`src/rtl/hazard_unit_param.sv`:
```
// hazard_unit_param: forwarding, load-use stall and squash controller with a FWD_DEPTH writer table.
// Define HAZ_PERF_EN to add the perf_stall_cnt / perf_fwd_cnt counters.
module hazard_unit_param #(
    parameter int unsigned XLEN      = 32,
    parameter int unsigned FWD_DEPTH = 2,
    parameter int unsigned LOAD_LAT  = 1,
    parameter int unsigned NSTAGE    = 4
) (
    input  logic              CLK,
    input  logic              RST,
    input  logic              ex_reg_write,
    input  logic [4:0]        ex_wr_addr,
    input  logic              ex_is_load,
    input  logic              ex_csr_en,
    input  logic [XLEN-1:0]   ex_alu_out,
    input  logic [XLEN-1:0]   ex_csr_out,
    input  logic [XLEN-1:0]   mem_load_data,
    input  logic              use_rs1,
    input  logic              use_rs2,
    input  logic [4:0]        rs1_addr,
    input  logic [4:0]        rs2_addr,
    input  logic [XLEN-1:0]   rs1_data,
    input  logic [XLEN-1:0]   rs2_data,
    input  logic              redirect,
    input  logic              flush,
    output logic [XLEN-1:0]   rs1_fw,
    output logic [XLEN-1:0]   rs2_fw,
    output logic              stall_n,
    output logic [NSTAGE-1:0] squash
`ifdef HAZ_PERF_EN
    ,
    output logic [31:0]       perf_stall_cnt,
    output logic [31:0]       perf_fwd_cnt
`endif
);

    typedef struct packed {
        logic            valid;
        logic [4:0]      addr;
        logic            is_load;
        logic [XLEN-1:0] data;
    } entry_t;

    entry_t            tbl [FWD_DEPTH];
    entry_t            new_entry;
    logic              rs1_hit;
    logic              rs1_haz;
    logic [XLEN-1:0]   rs1_val;
    logic              rs2_hit;
    logic              rs2_haz;
    logic [XLEN-1:0]   rs2_val;
    logic [NSTAGE-1:0] squash_nxt;

    // Entry 0 gets a bubble while stalled; squashed EX instructions never enter.
    always_comb begin
        new_entry         = '0;
        new_entry.valid   = stall_n & ex_reg_write & (ex_wr_addr != 5'd0) & ~squash[1];
        new_entry.addr    = ex_wr_addr;
        new_entry.is_load = ex_is_load & ~ex_csr_en;
        new_entry.data    = ex_csr_en ? ex_csr_out : ex_alu_out;
    end

    always_ff @(posedge CLK) begin
        if (RST) begin
            for (int unsigned i = 0; i < FWD_DEPTH; i++) begin
                tbl[i] <= '0;
            end
        end else begin
            tbl[0] <= new_entry;
            for (int unsigned i = 1; i < FWD_DEPTH; i++) begin
                tbl[i] <= tbl[i-1];
                // A load leaving LOAD_LAT picks up its data and becomes a plain writer.
                if ((i == LOAD_LAT + 1) && tbl[i-1].valid && tbl[i-1].is_load) begin
                    tbl[i].is_load <= 1'b0;
                    tbl[i].data    <= mem_load_data;
                end
            end
        end
    end

    always_comb begin
        rs1_hit = 1'b0;
        rs1_haz = 1'b0;
        rs1_val = rs1_data;
        for (int unsigned i = 0; i < FWD_DEPTH; i++) begin
            if (!rs1_hit && use_rs1 && tbl[i].valid &&
                (tbl[i].addr == rs1_addr) && (rs1_addr != 5'd0)) begin
                rs1_hit = 1'b1;
                rs1_val = tbl[i].data;
                if (tbl[i].is_load) begin
                    if (i == LOAD_LAT) begin
                        rs1_val = mem_load_data;
                    end else if (i < LOAD_LAT) begin
                        rs1_haz = 1'b1;
                    end
                end
            end
        end
        if (RST) begin
            rs1_hit = 1'b0;
            rs1_haz = 1'b0;
            rs1_val = rs1_data;
        end
    end

    always_comb begin
        rs2_hit = 1'b0;
        rs2_haz = 1'b0;
        rs2_val = rs2_data;
        for (int unsigned i = 0; i < FWD_DEPTH; i++) begin
            if (!rs2_hit && use_rs2 && tbl[i].valid &&
                (tbl[i].addr == rs2_addr) && (rs2_addr != 5'd0)) begin
                rs2_hit = 1'b1;
                rs2_val = tbl[i].data;
                if (tbl[i].is_load) begin
                    if (i == LOAD_LAT) begin
                        rs2_val = mem_load_data;
                    end else if (i < LOAD_LAT) begin
                        rs2_haz = 1'b1;
                    end
                end
            end
        end
        if (RST) begin
            rs2_hit = 1'b0;
            rs2_haz = 1'b0;
            rs2_val = rs2_data;
        end
    end

    always_comb begin
        rs1_fw  = rs1_val;
        rs2_fw  = rs2_val;
        stall_n = ~(rs1_haz | rs2_haz);
    end

    // Redirect/flush during a stall are dropped; the stalled instruction re-raises them.
    always_comb begin
        squash_nxt = squash << 1;
        if (!stall_n) begin
            squash_nxt[1:0] = squash[1:0];
            squash_nxt[2]   = 1'b1;
        end else begin
            if (redirect) begin
                squash_nxt[1:0] = 2'b11;
            end
            if (flush) begin
                squash_nxt[0] = 1'b1;
            end
        end
    end

    always_ff @(posedge CLK) begin
        if (RST) begin
            squash <= '0;
        end else begin
            squash <= squash_nxt;
        end
    end

`ifdef HAZ_PERF_EN
    logic fwd_taken;

    always_comb begin
        fwd_taken = (rs1_hit & ~rs1_haz) | (rs2_hit & ~rs2_haz);
    end

    always_ff @(posedge CLK) begin
        if (RST) begin
            perf_stall_cnt <= '0;
            perf_fwd_cnt   <= '0;
        end else begin
            if (!stall_n) begin
                perf_stall_cnt <= perf_stall_cnt + 32'd1;
            end
            if (fwd_taken) begin
                perf_fwd_cnt <= perf_fwd_cnt + 32'd1;
            end
        end
    end
`endif

endmodule

```
`config.mk`:
```
export PLATFORM = sky130hd
export DESIGN_NAME = hazard_unit_param
export DESIGN_NICKNAME = d
export VERILOG_FILES = /design/src/rtl/hazard_unit_param.sv
export SDC_FILE = /design/constraint.sdc
export NUM_CORES = 1
export LEC_CHECK = 0
export ABC_AREA = 1
export ABC_CLOCK_PERIOD_IN_PS = 1590
export CORE_ASPECT_RATIO = 0.75
export CORE_UTILIZATION = 36
export CTS_BUF_LIST = sky130_fd_sc_hd__clkbuf_2 sky130_fd_sc_hd__clkbuf_4 sky130_fd_sc_hd__clkbuf_8
export DETAILED_ROUTE_END_ITERATION = 12
export GPL_TIMING_DRIVEN = 0
export PLACE_DENSITY = 0.75
export SETUP_SLACK_MARGIN = 0.05
export SYNTH_ARGS = -nofsm -noshare
export SYNTH_HDL_FRONTEND = slang
export SYNTH_SLANG_ARGS = --single-unit
```
`constraint.sdc`:
```
create_clock -name CLK -period 1.59 [get_ports CLK]
set_input_delay 0.318 -clock CLK [delete_from_list [all_inputs] [get_ports CLK]]
set_output_delay 0.318 -clock CLK [all_outputs]
set_load 0.01 [all_outputs]
```
==> results.md, run 1 <==
- Status: finished with violations
- Failing checks: setup timing
- Pin slew with the least headroom to its limit: 0.592 ns
- Fin util: 0.650
- Area leader, netlist: dfxtp_1
- FF-to-FF Start: tbl[0][38]
- Critical path's most frequent cell: nand2_2
- Drt initial violations: 346
- Max Cap Violations: 0
- CTS tree: done
- DRT Pass-1 Iters: 6
- Clk pwr share: 0.292
- Final instance area: 0.00996 sq mm
- Core area: 0.0153 sq mm
- Final GP Congestion: 0.867
- Slew Viols, Final: 0
- Startpoint types: flip-flop
- Full die area: 0.0163 sq mm
- Critical Path RT: 1.27 ns
- Site Rows: 39
- Sum Neg Setup Slack: -47.69 ns
- Switching part of the total: 0.291
- #FFs+latches synth: 82
- Clock sink count: 82
- Fin. Hold Viols: 0
- Crit path DAT: 2.11 ns
- Max Clk Rate: 412 MHz
- Cell Area, Placed: 0.00848 sq mm
- Period utilisation layout: 1.53
- Crit path max fanout: 8
- Maximum VDD drop: 0.396 mV
- Critical path's top delay family: simple AND/OR/NAND/NOR gates
- Count leader, synth: nand2_1
- Worst path max stage delay: 0.38 ns
- Crit path launch: tbl[0][38]
- Internal power: 3.73 mW
- Worst-path clk slew: 0.09 ns
- Clk root buf: clkbuf_8
- Total net switching power: 1.53 mW
- Cts hold-fix bufs: 0
- Slowest cell on the critical path: dfxtp_2
- CTS H-Tree Depth: 3
- Synth top area cells: dfxtp_1 (29%), nand2_1 (22%), inv_1 (12%)
- Initial Util: 0.370
- Synth Flop Type: dfxtp_1
- Drt drc: 0
- First-pass GRT wire length: 34.5 mm
- Cell Pwr Density: 528 mW/mm^2
- Worst path cell trace: nand2_2 -> a21oi_2 -> nand2_2 -> nor2_4 -> nand2_4 -> o21ai_4 -> nand2_4 -> buf_12 -> buf_12 -> buf_6 -> nand2_2 -> nand2_2 -> inv_2 -> buf_6
- Post-Synthesis Net Count: 1186
- Vias post-DR: 7149
- DRT Wirelength: 22.1 mm
- Syn_area_per_cell: 5.66 sq um
- Ratio of cells with drive above 1 in the final layout: 0.300
- Number of synthesized flops with an enable pin: 0
- Die X-Extent: 147 microns
- Post-route ant nets: 0
- Fin nets: 1492
- ANT cells: 0
- Sequential-to-total area share from yosys stat: 0.290
- Gr ovfl total: 0
- Vias in the first global route: 6872
- Unrepaired setup endpoints after global routing: yes
- Flop2flop setup slack: -0.12 ns
- Clk_lat worst skew: 0.36 ns
- Yosys synthesis warning count: 0
- Final min period: 2.43 ns
- Setup slack after layout: -0.836 ns
- Overall Global Routing Usage: 0.268
- Clock Tree Buf Depth: 2
- Ys async rst share: 0
- Slew HR: 0.605
- Largest net degree at the start of global routing: 14
- Die H: 111 microns
- Synth Instances: 1002
- CTS buffer count: 9
- Hold path startpoint: squash[2]
- CP endpoint kind: primary output
- Final Skew: 0.0172 ns
- I/O Pins: 253
- Hold WC Path Type: reg2reg
- Synth unique cells: 23
- DP HPWL: 15.5 mm
- Layout area overhead: 75.7%
- Synth top area share: 0.290
- Synthesized area: 0.00567 sq mm
- # setup viols final: 67
- Routed length per instance: 14.5 microns
- Type of the worst setup path: reg2out
- Post-synth top cells: nand2_1 (325), inv_1 (182), nand3_1 (131), nor2_1 (128), dfxtp_1 (82)
- CP bufs+invs: 5
- Port Buffers: 252
- Initial antenna violation count: 0
- Pre-CTS setup slack: -1.55 ns
- Via/cell ratio: 4.71
- Combinational group share of total power: 0.286
- Leakage power: 5.05 nW
- Sequential share of power: 0.422
[flip-flops by register name, indices dropped and copies added, names as in the netlist]
register / count
squash: 4
tbl: 78
[final timing paths]
check / to / cells past startpoint
worst max-delay path: rs1_fw[8] / 14
worst min-delay path: squash[3] / 2
worst max register to register: squash[0] / 13
worst min register to register: squash[3] / 2
[metal layers]
metal / up-vias / GRT usage / wire [microns]
li1: 3591 / - / -
met1: 3215 / 0.340 / 9680
met2: 313 / 0.451 / 10400
met3: 30 / 0.0654 / 1680
met4: 0 / 0.0743 / 323
met5: - / 0 / 0
[kinds of logic after synthesis]
group | synth area share
compound gates | 0.0364
xor+xnor | 0.00309
buf+inv | 0.182
flops | 0.290
mux | 0.0565
simple gates | 0.433
[placed cells by master, fill, tap and decap left out, types with 16 or more instances in the layout]
cell type | synthesis | routed
nand2_1 | 325 | 260
clkdlybuf4s50_1 | 0 | 171
nor2_1 | 128 | 123
inv_1 | 182 | 117
buf_6 | 5 | 91
nand3_1 | 131 | 84
inv_2 | 12 | 75
dfxtp_1 | 82 | 70
nand2_2 | 3 | 61
nand3_2 | 0 | 45
o21ai_0 | 33 | 33
mux2i_1 | 32 | 31
buf_4 | 5 | 27
dlygate4sd2_1 | 0 | 16
[metrics by stage]
step	hold WS (ns)	instances	total power, mW
after floorplan	0.400	1002	2.83
after global placement	0.405	1459	3.62
after detailed placement	0.411	1459	3.64
after CTS	0.441	1506	5.24
after global routing	0.459	1517	5.53
final	0.438	1517	5.26
[worst min-delay path: stages, from the launching register on]
cell	delay, ns
dfxtp_1	0.32
inv_1	0.05
nor2_1	0.03
[cell type report]
class	instances	area [sq um]
Buffer	54	459
Timing Repair Buffer	297	3140
Multi-Input combinational cell	669	3510
Inverter	195	741
Clock buffer	11	139
Fill cell	1405	5370
Tap cell	205	256
Clock inverter	4	53.8
Sequential cell	82	1660
[power groups by stage]
stage	sequential, mW	clock, mW	combinational (mW)
6_report	2.22	1.54	1.51
5_1_grt	2.23	1.66	1.64
4_1_cts	2.22	1.57	1.45
3_5_place_dp	2.26	0	1.38
3_3_place_gp	2.26	0	1.36
2_1_floorplan	2.25	0	0.580
[what timing repair did]
item | in CTS | in global routing
setup buffers | 26 | 14
pin swaps | 103 | 105
endpoints found under the setup margin | 106 | 90
resized for setup | 479 | 102
cloned | 7 | 0
Power figures use the tool's default switching activity.
==> run 2: changes to the inputs <==
Settings changed: CTS_CLUSTER_SIZE from default to 14.
==> results of run 2 <==
The final DEF is identical to that of run 1; final timing and power are the same.
==> run 3: changes to the inputs <==
Settings changed: SLEW_MARGIN from default to 30.
==> results of run 3 <==
The final DEF is identical to that of run 1; final timing and power are the same.
